**src/rtl/comp_serial_cmp_pkg.sv**
```systemverilog
// Shared definitions for the serial 65-bit extended-operand comparator.
package comp_serial_cmp_pkg;

   localparam int DW_DEFAULT = 64;
   localparam int CW_DEFAULT = 16;

   typedef enum logic [1:0] {
      IDLE = 2'd0,
      CMP  = 2'd1,
      DONE = 2'd2
   } state_t;

   // Extension bit placed above the operand MSB: sign copy for a signed
   // compare (ext=0), zero for an unsigned compare (ext=1).
   function automatic logic ext_msb(input logic msb, input logic ext);
      return ~ext & msb;
   endfunction

endpackage

```
**src/rtl/comp_serial_cmp_chunk_cmp.sv**
```systemverilog
// Combinational magnitude compare of two W-bit chunks. With signed_top_i set
// the chunks are two's complement, otherwise unsigned.
module comp_chunk_cmp #(
   parameter int W = 17
) (
   input  logic [W-1:0] a_i,
   input  logic [W-1:0] b_i,
   input  logic         signed_top_i,
   output logic         lt_o,
   output logic         eq_o,
   output logic         gt_o
);

   logic [W-1:0] ka;
   logic [W-1:0] kb;

   // Flipping the MSB maps two's complement order onto unsigned order.
   always_comb begin
      ka   = {a_i[W-1] ^ signed_top_i, a_i[W-2:0]};
      kb   = {b_i[W-1] ^ signed_top_i, b_i[W-2:0]};
      lt_o = (ka < kb);
      eq_o = (ka == kb);
      gt_o = (ka > kb);
   end

endmodule

```
**src/rtl/comp_serial_cmp.sv**
```systemverilog
// Serial comparator: extends both operands to DW+1 bits, then compares one
// chunk per cycle from the most-significant chunk down, stopping at the
// first chunk that differs.
module comp_serial_cmp
   import comp_serial_cmp_pkg::*;
#(
   parameter int DW = DW_DEFAULT,
   parameter int CW = CW_DEFAULT
) (
   input  logic          clk,
   input  logic          rst_n,
   input  logic          in_valid,
   output logic          in_ready,
   input  logic [DW-1:0] a,
   input  logic [DW-1:0] b,
   input  logic          ext,
   output logic          out_valid,
   input  logic          out_ready,
   output logic          lt,
   output logic          eq,
   output logic          gt
);

   localparam int NCHUNK = DW / CW;
   localparam int IW     = (NCHUNK > 1) ? $clog2(NCHUNK) : 1;

   state_t        state_q, state_d;
   logic [DW:0]   xa_q, xa_d;
   logic [DW:0]   xb_q, xb_d;
   logic [IW-1:0] idx_q, idx_d;
   logic          lt_q, lt_d;
   logic          eq_q, eq_d;
   logic          gt_q, gt_d;

   // Every chunk is presented CW+1 bits wide; lower chunks get a zero MSB so
   // the single comparator handles them as unsigned.
   logic [CW:0] cha [NCHUNK];
   logic [CW:0] chb [NCHUNK];

   for (genvar gi = 0; gi < NCHUNK; gi++) begin : g_chunk
      if (gi == NCHUNK - 1) begin : g_top
         assign cha[gi] = xa_q[DW:DW-CW];
         assign chb[gi] = xb_q[DW:DW-CW];
      end else begin : g_low
         assign cha[gi] = {1'b0, xa_q[gi*CW +: CW]};
         assign chb[gi] = {1'b0, xb_q[gi*CW +: CW]};
      end
   end

   logic c_lt, c_eq, c_gt;
   logic idx_top;

   assign idx_top = (idx_q == IW'(NCHUNK - 1));

   comp_chunk_cmp #(.W(CW + 1)) u_chunk (
      .a_i          (cha[idx_q]),
      .b_i          (chb[idx_q]),
      .signed_top_i (idx_top),
      .lt_o         (c_lt),
      .eq_o         (c_eq),
      .gt_o         (c_gt)
   );

   // State, operand and result registers with synchronous active-low reset.
   always_ff @(posedge clk) begin
      if (!rst_n) begin
         state_q <= IDLE;
         xa_q    <= '0;
         xb_q    <= '0;
         idx_q   <= IW'(NCHUNK - 1);
         lt_q    <= 1'b0;
         eq_q    <= 1'b0;
         gt_q    <= 1'b0;
      end else begin
         state_q <= state_d;
         xa_q    <= xa_d;
         xb_q    <= xb_d;
         idx_q   <= idx_d;
         lt_q    <= lt_d;
         eq_q    <= eq_d;
         gt_q    <= gt_d;
      end
   end

   // Next-state logic: accept, walk chunks downward, hold result until taken.
   always_comb begin
      state_d = state_q;
      xa_d    = xa_q;
      xb_d    = xb_q;
      idx_d   = idx_q;
      lt_d    = lt_q;
      eq_d    = eq_q;
      gt_d    = gt_q;
      unique case (state_q)
         IDLE: begin
            if (in_valid) begin
               xa_d    = {ext_msb(a[DW-1], ext), a};
               xb_d    = {ext_msb(b[DW-1], ext), b};
               idx_d   = IW'(NCHUNK - 1);
               state_d = CMP;
            end
         end
         CMP: begin
            if (!c_eq) begin
               lt_d    = c_lt;
               gt_d    = c_gt;
               eq_d    = 1'b0;
               state_d = DONE;
            end else if (idx_q == '0) begin
               lt_d    = 1'b0;
               gt_d    = 1'b0;
               eq_d    = 1'b1;
               state_d = DONE;
            end else begin
               idx_d = idx_q - IW'(1);
            end
         end
         DONE: begin
            if (out_ready) state_d = IDLE;
         end
         default: state_d = IDLE;
      endcase
   end

   assign in_ready  = (state_q == IDLE);
   assign out_valid = (state_q == DONE);
   assign lt        = lt_q;
   assign eq        = eq_q;
   assign gt        = gt_q;

endmodule

```
**config.mk**
```make
export PLATFORM = sky130hd
export DESIGN_NAME = comp_serial_cmp
export DESIGN_NICKNAME = d
export VERILOG_FILES = /design/src/rtl/comp_serial_cmp_pkg.sv /design/src/rtl/comp_serial_cmp_chunk_cmp.sv /design/src/rtl/comp_serial_cmp.sv
export SDC_FILE = /design/constraint.sdc
export NUM_CORES = 1
export LEC_CHECK = 0
export CORE_UTILIZATION = 28
export DETAILED_ROUTE_END_ITERATION = 8
export PLACE_DENSITY = 0.53
export SYNTH_ARGS = -nofsm -noshare
export SYNTH_HDL_FRONTEND = slang
export SYNTH_SLANG_ARGS = --single-unit
```
**constraint.sdc**
```tcl
create_clock -name clk -period 3.2 [get_ports clk]
set_clock_uncertainty 0.2 [all_clocks]
set_input_delay 0.64 -clock clk [delete_from_list [all_inputs] [get_ports clk]]
set_output_delay 0.64 -clock clk [all_outputs]
set_load 0.01 [all_outputs]
```
==> flow_metrics.tcl, run 1 <==
set metrics [dict create \
    drtIter0Drc 319 \
    cts_made_buffers 17 \
    wl_per_cell_um 15.7 \
    wl_met3_um 559 \
    async_flop_share_pct 0 \
    hpwl_um 13100 \
    cts-htree-levels 4 \
    initial_core_util_pct 28.9 \
    dr_wl_met2_um 9010 \
    outcome "complete, no violations" \
    grtUsageTotal_pct 15.6 \
    synth.largest_area_cell "dfxtp_1" \
    totalWireLength_um 17500 \
    timing.final.crit_share_pct 88.8 \
    first_global_vias 5137 \
    pre_cts_ws_ps 372 \
    fillerInstances 2231 \
    drtPass1Iterations 4 \
    rsz0062_at_grt "no" \
    cp_max_fo 15 \
    dp.cells 1082 \
    core_sq_um 22100 \
    vias 5031 \
    p_total_mw 4.34 \
    p_leak_nw 3.20 \
    area_growth_pct 34.0 \
    grt_max_degree 54 \
    cp_slowest_stage_delay_ps 510 \
    pwr_density_cell_nw_per_um2 508 \
    yosysMostFrequentCell "nand2_1" \
    path_class "reg -> reg" \
    tns_ps 0 \
    hold_path.class "reg -> reg" \
    syn_area_sq_um 6370 \
    crit_family "simple AND/OR/NAND/NOR gates" \
    final_area_sq_um 8540 \
    clock_path_buffers 2 \
    synth.area.top_cells "dfxtp_1 (43%), nand2_1 (16%), a21boi_0 (13%), mux4_2 (11%), ha_1 (3.7%)" \
    worstPathArrival_ps 2940 \
    vias_per_cell 4.53 \
    synth_edf_count 0 \
    ctsResizeCount 0 \
    synthFlopType "dfxtp_1" \
    finalNonFillerCells 1111 \
    antenna_cells 0 \
    cp_slowest_cell "mux4_2" \
    grt_pass1_wl_um 27800 \
    start_kind "flop" \
    period_needed_ps 2840 \
    cts_root_buf "clkbuf_16" \
    netlist_instances 706 \
    crit_required_ps 3300 \
    final_nets 973 \
    die_w_um 153 \
    ant_nets 0 \
    top_layer "met4" \
    die_area_sq_um 23400 \
    clock_sinks 137 \
    final_util_pct 38.7 \
    holdWs_ps 250 \
    fin_ws_ps 357 \
    cts_tree "done" \
    ys_seq_area_share_pct 43.0 \
    overflow 0 \
    synthTopCellsByCount "nand2_1 (265), dfxtp_1 (137), a21boi_0 (108)" \
    maxSlewViolCount 0 \
    syn_avg_cell_area_sq_um 9.03 \
    cts_hold_buf 0 \
    hold_viol 0 \
    ir_worst_vdd_mv 0.270 \
    die_h_um 153 \
    port_buffers 137 \
    crit_chain "buf_12 -> mux4_2 -> ha_1 -> nand4_1 -> or3_4 -> nor4_4 -> and4b_1 -> o21ai_1" \
    synth_nets 858 \
    io_pins 138 \
    gp_congestion 0.785 \
    drv_cap 0 \
    endpoint_kind "flop" \
    critPathBufInv 1 \
    synthDistinctLibCells 41 \
    wirelength_met1_um 7750 \
    drive_gt1_share_pct 9.75 \
    ys_ff_latch 137 \
    max_slew.worst_pin.slew_ps 562 \
    dpl_cell_area_sq_um 8010 \
    drc 0 \
    synth.top_cell.area_share_pct 43.0 \
    antenna_found_initial 0 \
    fmax_mhz 352 \
    setup_viol 0 \
    cts_setup_buffers 0 \
    insertion_delay_ps 420 \
    relSlewSlack_pct 62.4 \
    cts.clk_slew.worst_paths_ps 60 \
    yosys_warnings 0 \
    rows 54 \
]
## tightest hold or removal path: stages, from the launching register on
cell and delay (ps):
dfxtp_1 300, nand2_1 50, a21boi_1 50
## power breakdown
group	internal, mW	switching (mW)	leakage [nW]
combinational	0.345	0.299	1.82
sequential	1.82	0.0730	1.12
clock	1.09	0.714	0.264
total	3.26	1.09	3.20
## cell usage in the layout (no fill, tap or decap), types with 2 or more instances in the layout
cell / count
nand2_1: 264
clkdlybuf4s50_1: 136
dfxtp_1: 135
a21boi_0: 108
mux4_2: 32
a21boi_1: 22
inv_1: 19
ha_1: 19
clkbuf_16: 17
a21oi_1: 9
buf_12: 7
nand3_1: 5
buf_4: 5
nor2b_1: 4
clkinv_2: 4
nor3_1: 3
o21a_1: 3
o21ai_0: 3
nor2_1: 2
nand4_1: 2
o21ai_1: 2
nand3b_1: 2
clkinv_4: 2
clkbuf_1: 2
clkbuf_8: 2
dfxtp_2: 2
## state kept, by name, summed over array words and instances (netlist names)
register	cells
gt	1
eq	1
xb_q	65
idx_q	2
state_q	2
xa_q	65
lt	1
## layer usage
layer	vias up	global-route usage, %
met5	-	0
met3	10	3.52
met2	90	27.7
met4	0	4.18
met1	2334	18.8
li1	2597	-
## final cells by class
type	count	area, sq um	area share [%]
Inverter	19	71.3	0.835
Clock inverter	8	75.1	0.879
Sequential cell	137	2750	32.1
Clock buffer	21	460	5.39
Timing Repair Buffer	148	1540	18.0
Multi-Input combinational cell	498	3300	38.6
Tap cell	280	350	4.10
## final timing paths
path         slack (ps)  cells past startpoint      from       end
max                 360                      8  idx_q[0]  idx_q[1]
min                 250                      2  xb_q[36]  xb_q[36]
max reg2reg         360                      8  idx_q[0]  idx_q[1]
min reg2reg         250                      2  xb_q[36]  xb_q[36]
## cells by family (layout without fill, tap and decap cells)
| kind of cell | Yosys count | count (layout) | share of synthesized area [%] |
|---|---|---|---|
| AO/OA/AOI/OAI | 152 | 152 | 17.5 |
| XOR/XNOR | 2 | 2 | 0.275 |
| adder cells (fa/ha/maj) | 19 | 19 | 3.73 |
| buffers and inverters | 71 | 196 | 5.36 |
| flip-flops | 137 | 137 | 43.0 |
| multiplexers | 32 | 32 | 11.3 |
| AND/OR/NAND/NOR | 293 | 293 | 18.8 |
(Power assumes the default switching activity.)
==> run 2, diff against run 1 <==
- TNS_END_PERCENT: unset -> 30
==> results of run 2 <==
The final DEF is identical to that of run 1; final timing and power are the same.
==> run 3, diff against run 2 <==
- PLACE_DENSITY: 0.53 -> unset
==> run 3 against run 2 <==
Compared with the run above:
- combinational power about the same
- non-clock buffer count unchanged
- global-route usage decreased by 0.20 points
- clock-buffer cell count increased by 3
- die area unchanged
- sequential share of layout area decreased by 0.18 points
- register-to-register slack got worse by 80 ps
- routed wire length decreased by 1.4%
- sequential power about the same
==> flow_metrics.tcl, run 3 (synthesis results as in run 1) <==
set metrics [dict create \
    outcome "complete, no violations" \
    hold_viol 0 \
    tns_ps 0 \
    drive_gt1_share_pct 9.84 \
    p_int_mw 3.39 \
    rows 54 \
    crit_required_ps 3290 \
    die_area_sq_um 23400 \
    cts.clk_slew.worst_paths_ps 60 \
    p_total_mw 4.47 \
    totalWireLength_um 17200 \
    hpwl_um 12800 \
    rr_worst_depth 8 \
    fmax_mhz 342 \
    cts-htree-levels 4 \
    grt.met1_usage_pct 17.8 \
    cp_max_fo 31 \
    grtUsageTotal_pct 15.4 \
    endpoint_kind "flop" \
    finalNonFillerCells 1113 \
    timing.final.crit_share_pct 91.4 \
    largest_registers "xa_q (65), xb_q (65)" \
    p_leak_nw 3.22 \
    rrSetupSlack_ps 280 \
    vias_per_cell 4.59 \
    cp-startpoint "idx_q[0]" \
    period_needed_ps 2920 \
    ant_nets 0 \
    max_slew.worst_pin.slew_ps 591 \
    fillerInstances 2221 \
    die_h_um 153 \
    relSlewSlack_pct 60.6 \
    setup_viol 0 \
    drtPass1Iterations 4 \
    busiest_layer "met2" \
    antenna_found_initial 0 \
    clkPwrFrac_pct 43.2 \
    start_kind "flop" \
    path_class "reg -> reg" \
    p_sw_mw 1.08 \
    met3_usage_pct 3.15 \
    vias 5109 \
    area_growth_pct 34.7 \
    drtIter0Drc 270 \
    ctsResizeCount 0 \
    cts_made_buffers 17 \
    clock_path_buffers 2 \
    ir_worst_vdd_mv 0.369 \
    grt_pass1_wl_um 27600 \
    core_sq_um 22100 \
    p_comb_share_pct 14.5 \
    insertion_delay_ps 420 \
    final_cell_mix "nand2_1 (264), clkdlybuf4s50_1 (136), dfxtp_1 (135)" \
    wl_per_cell_um 15.5 \
    drc 0 \
    seq_power_share_pct 42.3 \
    drv_cap 0 \
    gp_congestion 0.794 \
    cts_tree "done" \
    rsz0062_at_grt "no" \
    first_global_vias 5121 \
    cts_hold_buf 0 \
    pwr_density_cell_nw_per_um2 520 \
    overflow 0 \
    die_w_um 153 \
    cts_root_buf "clkbuf_16" \
    switching_share_pct 24.1 \
    maxSlewViolCount 0 \
    initial_core_util_pct 28.9 \
    port_buffers 137 \
    antenna_cells 0 \
    reg2reg_to "idx_q[1]" \
    grt_use_met2_pct 28.0 \
    crit_end "idx_q[1]" \
    clock_sinks 137 \
    cts_setup_buffers 0 \
    hold_path.class "reg -> reg" \
    final_common_cell "nand2_1" \
    dp.cells 1082 \
    regToRegStartpoint "idx_q[0]" \
    final_nets 973 \
    worstPathArrival_ps 3020 \
    io_pins 138 \
    grt_max_degree 72 \
]
==> run 3: cell count changes in the layout (fill, tap and decap cells not counted), sizes merged <==
| cell | previous run | this run |
|---|---|---|
| clkbuf | 21 | 24 |
| bufinv | 1 | 2 |
| clkinv | 6 | 4 |
==> run 3: cell type report <==
cell class / count / area (sq um) / area share, %
Clock inverter: 7 / 91.3 / 1.06
Tap cell: 280 / 350 / 4.08
Timing Repair Buffer: 148 / 1540 / 17.9
Inverter: 19 / 71.3 / 0.830
Sequential cell: 137 / 2750 / 32.0
Multi-Input combinational cell: 498 / 3300 / 38.4
Clock buffer: 24 / 492 / 5.72
==> run 3: critical path: stages, from the launching register on <==
cell and delay (ps):
dfxtp_2 350, buf_12 230, mux4_2 540, ha_1 330
nand4_1 170, or3_4 420, nor4_4 240, and4b_1 240
o21ai_1 60
==> run 3: how the worst min path moves through the flow <==
stage              from       end  slack (ps)  cells after the start
2_1_floorplan  xb_q[35]  xb_q[35]         230                      2
3_3_place_gp   xb_q[37]  xb_q[37]         240                      2
3_5_place_dp   xb_q[42]  xb_q[42]         240                      2
4_1_cts        xb_q[42]  xb_q[42]         250                      2
5_1_grt        xb_q[35]  xb_q[35]         270                      2
6_report       xb_q[42]  xb_q[42]         250                      2
==> run 3: metrics by stage <==
stage | utilization (%) | cell area (sq um) | hold slack (ps) | setup WS (ps)
after floorplan | - | 6370 | 232 | 244
after global placement | 36.2 | 8010 | 240 | 333
after detailed placement | 36.2 | 8010 | 244 | 303
after CTS | 38.9 | 8590 | 252 | 286
after global routing | 38.9 | 8590 | 273 | 78.7
final | 38.9 | 8590 | 251 | 276
==> run 3: power by group through the flow <==
| stage | Combinational, mW | Sequential, mW | Clock [mW] |
|---|---|---|---|
| final | 0.647 | 1.89 | 1.93 |
| after CTS | 0.659 | 1.89 | 1.97 |
| after floorplan | 0.378 | 1.89 | 0 |
| after detailed placement | 0.656 | 1.93 | 0 |
| after global placement | 0.650 | 1.93 | 0 |
| after global routing | 0.723 | 1.90 | 2.05 |
==> run 3: routing by layer <==
layer / wire length [um] / vias up
li1: - / 2601
met3: 466 / 17
met1: 7390 / 2401
met4: 269 / 0
met2: 9100 / 90
met5: 0 / -
